$ cat config.mk
export PLATFORM = sky130hd
export DESIGN_NAME = gf16_arith_unit
export DESIGN_NICKNAME = d
export VERILOG_FILES = /design/src/rtl/gf16_arith_unit.sv
export SDC_FILE = /design/constraint.sdc
export NUM_CORES = 1
export LEC_CHECK = 0
export ABC_CLOCK_PERIOD_IN_PS = 2600
export CAP_MARGIN = 20
export CORE_ASPECT_RATIO = 1.4
export CORE_MARGIN = 2
export CORE_UTILIZATION = 40
export DETAILED_ROUTE_END_ITERATION = 12
export GPL_TIMING_DRIVEN = 0
export PLACE_DENSITY = 0.61
export SYNTH_ARGS = -nofsm -noshare
export SYNTH_HDL_FRONTEND = slang
export SYNTH_SLANG_ARGS = --single-unit
export TNS_END_PERCENT = 30
$ cat constraint.sdc
create_clock -name clk_i -period 2.6 [get_ports clk_i]
set_input_delay 0.52 -clock clk_i [delete_from_list [all_inputs] [get_ports clk_i]]
set_output_delay 0.52 -clock clk_i [all_outputs]
set_load 0.005 [all_outputs]
$ cat src/rtl/gf16_arith_unit.sv
// GF(16) arithmetic unit: carry-less multiply, reduction modulo a degree-4 polynomial,
// and a three-step square-and-multiply inverse (a^14) sequenced by a small FSM.
module gf16_arith_unit (
    input  logic       clk_i,
    input  logic       rst_i,
    input  logic       start_i,
    input  logic [1:0] op_i,
    input  logic [3:0] a_i,
    input  logic [3:0] b_i,
    input  logic [7:0] w_i,
    input  logic [4:0] f_i,
    output logic [3:0] result_o,
    output logic [7:0] prod_o,
    output logic       busy_o,
    output logic       done_o,
    output logic       err_o
);

    localparam logic [1:0] OP_MUL = 2'b00;
    localparam logic [1:0] OP_RED = 2'b01;
    localparam logic [1:0] OP_INV = 2'b10;

    typedef enum logic [1:0] {ST_IDLE = 2'b00, ST_S1 = 2'b01, ST_S2 = 2'b10, ST_S3 = 2'b11} state_t;

    function automatic logic [7:0] gf_clmul(input logic [3:0] x, input logic [3:0] y);
        logic [7:0] acc;
        acc = 8'h00;
        for (int i = 0; i < 4; i++) begin
            acc = acc ^ (({4'h0, x} << i) & {8{y[i]}});
        end
        return acc;
    endfunction

    // Long division by f: each set bit 7..4 is cancelled by a shifted copy of f.
    function automatic logic [3:0] gf_reduce(input logic [7:0] v, input logic [4:0] f);
        logic [7:0] r;
        r = v;
        for (int i = 7; i >= 4; i--) begin
            r = r ^ (({3'b000, f} << (i - 4)) & {8{r[i]}});
        end
        return r[3:0];
    endfunction

    state_t     state_q, state_d;
    logic       req_q, req_d;
    logic [1:0] op_q, op_d;
    logic [3:0] a_q, a_d, b_q, b_d;
    logic [7:0] w_q, w_d;
    logic [4:0] f_q, f_d;
    logic [3:0] pow_q, pow_d, acc_q, acc_d;
    logic [3:0] result_q, result_d;
    logic [7:0] prod_q, prod_d;
    logic       busy_q, busy_d, done_q, done_d, err_q, err_d;

    logic       accept_s;
    logic [7:0] raw_prod_s, red_in_s;
    logic [3:0] red_out_s, sq_s, step_s;

    // Shared MUL/RED reduction path, plus the INV square-then-multiply step.
    always_comb begin
        raw_prod_s = gf_clmul(a_q, b_q);
        red_in_s   = (op_q == OP_RED) ? w_q : raw_prod_s;
        red_out_s  = gf_reduce(red_in_s, f_q);
        sq_s       = gf_reduce(gf_clmul(pow_q, pow_q), f_q);
        step_s     = gf_reduce(gf_clmul(acc_q, sq_s), f_q);
    end

    // Next-state logic: operand capture, FSM sequencing and completion outputs.
    always_comb begin
        state_d  = state_q;
        pow_d    = pow_q;
        acc_d    = acc_q;
        result_d = result_q;
        prod_d   = prod_q;
        err_d    = err_q;
        done_d   = 1'b0;
        // A captured INV that has not yet entered S1 also blocks new starts.
        accept_s = start_i && (state_q == ST_IDLE) && !(req_q && (op_q == OP_INV));
        req_d    = accept_s;
        if (accept_s) begin
            op_d = op_i;
            a_d  = a_i;
            b_d  = b_i;
            w_d  = w_i;
            f_d  = f_i;
        end else begin
            op_d = op_q;
            a_d  = a_q;
            b_d  = b_q;
            w_d  = w_q;
            f_d  = f_q;
        end

        case (state_q)
            ST_IDLE: begin
                if (req_q && (op_q == OP_INV)) begin
                    state_d = ST_S1;
                    pow_d   = a_q;
                    acc_d   = 4'h1;
                end else if (req_q) begin
                    done_d = 1'b1;
                    prod_d = (op_q == OP_MUL) ? raw_prod_s : 8'h00;
                    if (!f_q[4] || (op_q == 2'b11)) begin
                        result_d = 4'h0;
                        err_d    = 1'b1;
                    end else begin
                        result_d = red_out_s;
                        err_d    = 1'b0;
                    end
                end else begin
                    state_d = ST_IDLE;
                end
            end
            ST_S1: begin
                pow_d   = sq_s;
                acc_d   = step_s;
                state_d = ST_S2;
            end
            ST_S2: begin
                pow_d   = sq_s;
                acc_d   = step_s;
                state_d = ST_S3;
            end
            ST_S3: begin
                state_d = ST_IDLE;
                done_d  = 1'b1;
                prod_d  = 8'h00;
                if (!f_q[4] || (a_q == 4'h0)) begin
                    result_d = 4'h0;
                    err_d    = 1'b1;
                end else begin
                    result_d = step_s;
                    err_d    = 1'b0;
                end
            end
            default: begin
                state_d = ST_IDLE;
            end
        endcase

        busy_d = (state_d != ST_IDLE);
    end

    // State and output registers.
    always_ff @(posedge clk_i or posedge rst_i) begin
        if (rst_i) begin
            state_q  <= ST_IDLE;
            req_q    <= 1'b0;
            op_q     <= 2'b00;
            a_q      <= 4'h0;
            b_q      <= 4'h0;
            w_q      <= 8'h00;
            f_q      <= 5'h00;
            pow_q    <= 4'h0;
            acc_q    <= 4'h0;
            result_q <= 4'h0;
            prod_q   <= 8'h00;
            busy_q   <= 1'b0;
            done_q   <= 1'b0;
            err_q    <= 1'b0;
        end else begin
            state_q  <= state_d;
            req_q    <= req_d;
            op_q     <= op_d;
            a_q      <= a_d;
            b_q      <= b_d;
            w_q      <= w_d;
            f_q      <= f_d;
            pow_q    <= pow_d;
            acc_q    <= acc_d;
            result_q <= result_d;
            prod_q   <= prod_d;
            busy_q   <= busy_d;
            done_q   <= done_d;
            err_q    <= err_d;
        end
    end

    assign result_o = result_q;
    assign prod_o   = prod_q;
    assign busy_o   = busy_q;
    assign done_o   = done_q;
    assign err_o    = err_q;

endmodule

-- Word level (Yosys, flattened, before mapping)
Index checks and enable logic that the tools add are counted.
- register bits after elaboration: 49
- output and inout bits: 15
- eq/ne operators: 9
- mux-type cells: 25
- bitwise gates (word level): 45
- reductions and logical operators: 16
- operators by type and width (operator ; count):
    8-bit bitwise XOR ; 9
    8-bit 2-to-1 mux ; 4
    4-bit by 8-bit AND with 8-bit output ; 3
    5-bit by 8-bit AND with 8-bit output ; 3
    6-bit by 8-bit AND with 8-bit output ; 3
    7-bit by 8-bit AND with 8-bit output ; 3
    4-bit 2-to-1 mux ; 6
    4-bit case mux with 2 select lines ; 3
    7-bit AND ; 3
    7-bit bitwise XOR ; 3
    6-bit AND ; 3
    6-bit bitwise XOR ; 3
    8-bit case mux with 2 select lines ; 1
    5-bit AND ; 3
    5-bit bitwise XOR ; 3
    4-bit AND ; 3
    4-bit bitwise XOR ; 3
    2-bit equality test, second input constant ; 4
    2-bit case mux with 4 select lines ; 1
    1-bit 2-to-1 mux ; 6
    2-bit nonzero test ; 3
    2-bit by 1-bit equality test with 1-bit output, second input constant ; 2
    2-bit zero test ; 2
    4-bit zero test ; 1
    10 further kinds ; 17

-- Longest topological paths before layout
- depth after elaboration: 26
- mapped depth: 11
- mapped depth without buffers: 9

-- Worst setup path before layout
OpenSTA, ideal clock, no wires.
- path type: register to register
- start point: register f_q[2]
- end point: register result_q[3] (netlist: result_o[3])
- arrival time: 2.511 ns
- required time: 2.473 ns
- setup slack: -0.038 ns
- stages on the path, launching flop included: 10
- path buffers: 0
- path through: dfrtp_1 > or3b_2 > o311a_1 > o211ai_2 > mux2_2 > a311oi_2 > xor2_1 > nand2_1 > xnor3_1 > o211ai_2
- word-level cells in the longest chain between the ends: 21
- RTL lines (item ; line ; RTL):
    start, declared ; 49 ; logic [4:0] f_q, f_d;
    start signal, assigned ; 153 ; f_q <= 5'h00;
    start signal, assigned ; 168 ; f_q <= f_d;
    7-bit AND ; 39 ; r = r ^ (({3'b000, f} << (i - 4)) & {8{r[i]}});
    7-bit bitwise XOR ; 39 ;
    6-bit bitwise XOR ; 39 ;
    5-bit AND ; 39 ;
    5-bit bitwise XOR ; 39 ;
    4-bit AND ; 39 ;
    4-bit bitwise XOR ; 39 ;
    4-bit by 8-bit AND with 8-bit output / 5-bit by 8-bit AND with 8-bit output (equally long branches) ; 29 ; acc = acc ^ (({4'h0, x} << i) & {8{y[i]}});
    (+5 left out) ; n/a ;
    6-bit AND ; 39 ;
    6-bit bitwise XOR ; 39 ;
    5-bit AND ; 39 ;
    5-bit bitwise XOR ; 39 ;
    4-bit AND ; 39 ;
    4-bit bitwise XOR ; 39 ;
    4-bit 2-to-1 mux ; 128 ; if (!f_q[4] || (a_q == 4'h0)) begin
    4-bit case mux with 2 select lines (*) ; 94 ; case (state_q)
    end signal, assigned ; 171 ; result_q <= result_d;
    end, declared ; 51 ; logic [3:0] result_q, result_d;
Mark *: on every way between the ends. The rest lies on a longest branch, timed or not. The select of a mux whose other input is x is not followed.
A chain may end at the register's enable or synchronous reset.

-- Final worst setup path
- start point: register pow_q[2]
- end point: register acc_q[3]
- word-level cells in the longest chain between the ends: 24
- RTL lines (item ; line ; RTL):
    start, declared ; 50 ; logic [3:0] pow_q, pow_d, acc_q, acc_d;
    start signal, assigned ; 169 ; pow_q <= pow_d;
    6-bit by 8-bit AND with 8-bit output ; 29 ;
    8-bit bitwise XOR ; 29 ;
    8-bit bitwise XOR (*) ; 29 ;
    7-bit AND ; 39 ;
    7-bit bitwise XOR (*) ; 39 ;
    6-bit AND ; 39 ;
    6-bit bitwise XOR (*) ; 39 ;
    5-bit AND ; 39 ;
    (+8 left out) ; n/a ;
    7-bit bitwise XOR (*) ; 39 ;
    6-bit AND ; 39 ;
    6-bit bitwise XOR (*) ; 39 ;
    5-bit AND ; 39 ;
    5-bit bitwise XOR (*) ; 39 ;
    4-bit AND ; 39 ;
    4-bit bitwise XOR (*) ; 39 ;
    4-bit case mux with 2 select lines (*) ; 94 ;
    end signal, assigned ; 155 ; acc_q <= 4'h0;
    end signal, assigned ; 170 ; acc_q <= acc_d;
    end, declared ; 50 ;
Mark *: on every way between the ends. The rest lies on a longest branch, timed or not.

==> impl_metrics.env <==
export IMPL_synth_cell_types=69
export IMPL_crit_type="register to register"
export IMPL_synth_top_cell_area_share=0.352
export IMPL_period_minus_slack_ns=2.68
export IMPL_antenna_found_initial=0
export IMPL_final_antenna_net_count=0
export IMPL_synth_edf_count=0
export IMPL_grt_start_max_net_pins=37
export IMPL_startpoint_type="register"
export IMPL_seq_area_frac_synth=0.352
export IMPL_cts_sinks=48
export IMPL_gr_max_usage_layer="met2"
export IMPL_vdd_drop_max_v=0.000658
export IMPL_maxSlewViolCount=0
export IMPL_met1_usage=0.249
export IMPL_required_ns=2.81
export IMPL_p_leak_nw=1.94
export IMPL_synth_most_common_cell="nand2_1"
export IMPL_clk_latency_ns=0.29
export IMPL_finalHoldViolations=0
export IMPL_p_seq_frac=0.215
export IMPL_clkTransAtPathRegs_ns=0.07
export IMPL_syn_area_sq_um=3410
export IMPL_overflow=0
export IMPL_synth_area_per_cell_sq_um=9.48
export IMPL_syn_to_final_growth_pct=30.9
export IMPL_crit_family="XOR/XNOR gates"
export IMPL_synth_flop_cell="dfrtp_1"
export IMPL_cp_slowest_cell="xnor3_1"
export IMPL_crit_fanout=6
export IMPL_p_int_mw=3.86
export IMPL_firstDrtPassIters=4
export IMPL_vias=2933
export IMPL_rrSetupSlack_ns=-0.08
export IMPL_cts_buffers=5
export IMPL_finalSetupViolCount=7
export IMPL_power_density_nw_per_um2=1530
export IMPL_synthesis_nets=390
export IMPL_nets=460
export IMPL_die_h_microns=113
export IMPL_violations="setup timing"
export IMPL_wl_per_cell_microns=16.5
export IMPL_drc=0
export IMPL_worst_pin_slew_ns=0.739
export IMPL_die_area_sq_um=9300
export IMPL_min_path_type="primary input to async pin"
export IMPL_drv_cap=0
export IMPL_endpoint_kind="register"
export IMPL_cts_root_buf="clkbuf_16"
export IMPL_crit_arrival_ns=2.89
export IMPL_status="finished, violations left"
export IMPL_pre_cts_slack_ns=-0.412
export IMPL_grt_pass1_wl_mm=14.4
export IMPL_slowest_delay_ns=0.47
export IMPL_p_sw_frac=0.434
export IMPL_cts_tree="yes"
export IMPL_rsz0062_at_grt="true"
export IMPL_ys_top_cells_by_count="nand2_1, dfrtp_1, mux2_2"
export IMPL_combPwrFrac=0.677
export IMPL_max_slew_margin=0.505
export IMPL_skew_ns=0.00630
export IMPL_gp_congestion=0.836
export IMPL_drtIter0Drc=161
export IMPL_synthArstFlopShare=1.00
export IMPL_hold_worst_slack_ns=0.484
export IMPL_fin_util=0.541
export IMPL_n_fill_cell=746
export IMPL_wirelength_mm=8.77
export IMPL_met3_usage=0.0303
export IMPL_power_switching_mw=2.96
export IMPL_layout_setup_ws_ns=-0.0793
export IMPL_grt_pass1_vias=2854
export IMPL_critical_path_startpoint="pow_q[2]$_DFFE_PP0P_"
export IMPL_met2_usage=0.356
export IMPL_clk_path_buf_depth=2
export IMPL_crit_chain="buf_6, buf_4, xnor2_2, a211o_1, o211ai_4, buf_6, nand2_1, xnor3_1, xnor2_1, xnor3_1, o21ai_1"
export IMPL_path_buf_inv=3
export IMPL_period_share=1.03
export IMPL_start_util=0.414
export IMPL_htree_levels=2
export IMPL_synthCells=360
export IMPL_grt_total_usage=0.202
export IMPL_ys_ff_latch=48
export IMPL_core_area_sq_um=8250
export IMPL_rr_startpoint="pow_q[2]$_DFFE_PP0P_"
export IMPL_max_freq_mhz=373
export IMPL_yosysTopAreaCell="dfrtp_1"
export IMPL_numPortBuffers=39
export IMPL_io_pins=41
export IMPL_fp_dieW_microns=82.1
export IMPL_viasPerCell=5.50
export IMPL_p_clk_frac=0.107
export IMPL_drive_gt1_frac=0.237
export IMPL_ys_top_cells_by_area="dfrtp_1, nand2_1, mux2_2"
export IMPL_ys_warn_count=0
export IMPL_place_detailed_hpwl_mm=6.31
export IMPL_diodes=0
export IMPL_row_count=39
cell usage in the layout (no fill, tap or decap), types with 10 or more instances in the layout:
master,count
xnor2_1,11
o21ai_0,15
clkdlybuf4s50_1,39
nor2_1,11
xor2_1,14
nand3_1,10
buf_6,11
a21oi_1,10
dfrtp_1,47
mux2_2,21
buf_4,19
nand2_1,64
kinds of logic after synthesis:
logic type / synth area share
multiplexers: 0.0935
adder cells (fa/ha/maj): 0.0147
flip-flops: 0.352
AND/OR/NAND/NOR: 0.194
other: 0.00110
XOR/XNOR: 0.121
buffers and inverters: 0.0436
AO/OA/AOI/OAI: 0.180
layout make-up:
class / instances / area (sq um) / area share
clock inverters: 2 / 35.0 / 0.00785
plain buffers: 19 / 135 / 0.0303
well taps: 102 / 128 / 0.0286
clock buffers: 6 / 129 / 0.0289
flip-flops and latches: 48 / 1200 / 0.269
inverters: 8 / 31.3 / 0.00700
multi-input cells: 285 / 2200 / 0.493
repair buffers: 63 / 603 / 0.135
per-layer routing:
metal,part of all wire,routed length [microns]
met3,0.024,210
met5,0,0
met1,0.41,3570
met4,0.020,174
met2,0.55,4820
worst register-to-register path, cell delays in order (launching register included):
cell	delay, ns
dfrtp_1	0.41
buf_6	0.14
buf_4	0.13
xnor2_2	0.12
a211o_1	0.33
o211ai_4	0.11
buf_6	0.14
nand2_1	0.05
xnor3_1	0.37
xnor2_1	0.16
xnor3_1	0.47
o21ai_1	0.17
through the flow:
stage | total power, mW | std cells | area, sq um | setup TNS [ns]
floorplan | 4.38 | 360 | 3420 | 0
global placement | 5.34 | 501 | 3940 | -4.87
detailed placement | 5.40 | 503 | 3970 | -2.61
CTS | 6.60 | 528 | 4350 | -0.300
global route | 7.34 | 533 | 4470 | -1.21
finish | 6.82 | 533 | 4470 | -0.296
flip-flops by register name, summed over array words and instances (netlist names), 2 cells and up:
signal,cells
f_q,5
acc_q,4
op_q,2
a_q,4
state_q,2
result_o,4
prod_o,7
b_q,4
pow_q,4
w_q,8
power groups by stage:
stage	registers [mW]	logic (mW)	clock network (mW)
after floorplan	1.36	3.03	0
after global placement	1.46	3.88	0
after detailed placement	1.46	3.94	0
after CTS	1.46	4.39	0.756
after global routing	1.52	5.03	0.788
final	1.47	4.62	0.732
timing repair:
action	CTS	global route
setup buffers	16	5
pin swaps	18	9
hold buffers	0	0
resized for setup	22	19
gates cloned	1	0
endpoints found under the setup margin	8	8
path summary, 6_finish.rpt:
path / endpoint / depth (start not counted)
worst max-delay path: acc_q[3]$_DFFE_PP0P_ / 11
worst min-delay path: f_q[4]$_DFFE_PP0P_ / 2
worst max register to register: acc_q[3]$_DFFE_PP0P_ / 11
worst min register to register: prod_o[5]$_DFFE_PP0P_ / 2
max in group asynchronous: f_q[3]$_DFFE_PP0P_ / 3
min in group clk_i: prod_o[5]$_DFFE_PP0P_ / 2
Power figures use the tool's default switching activity.
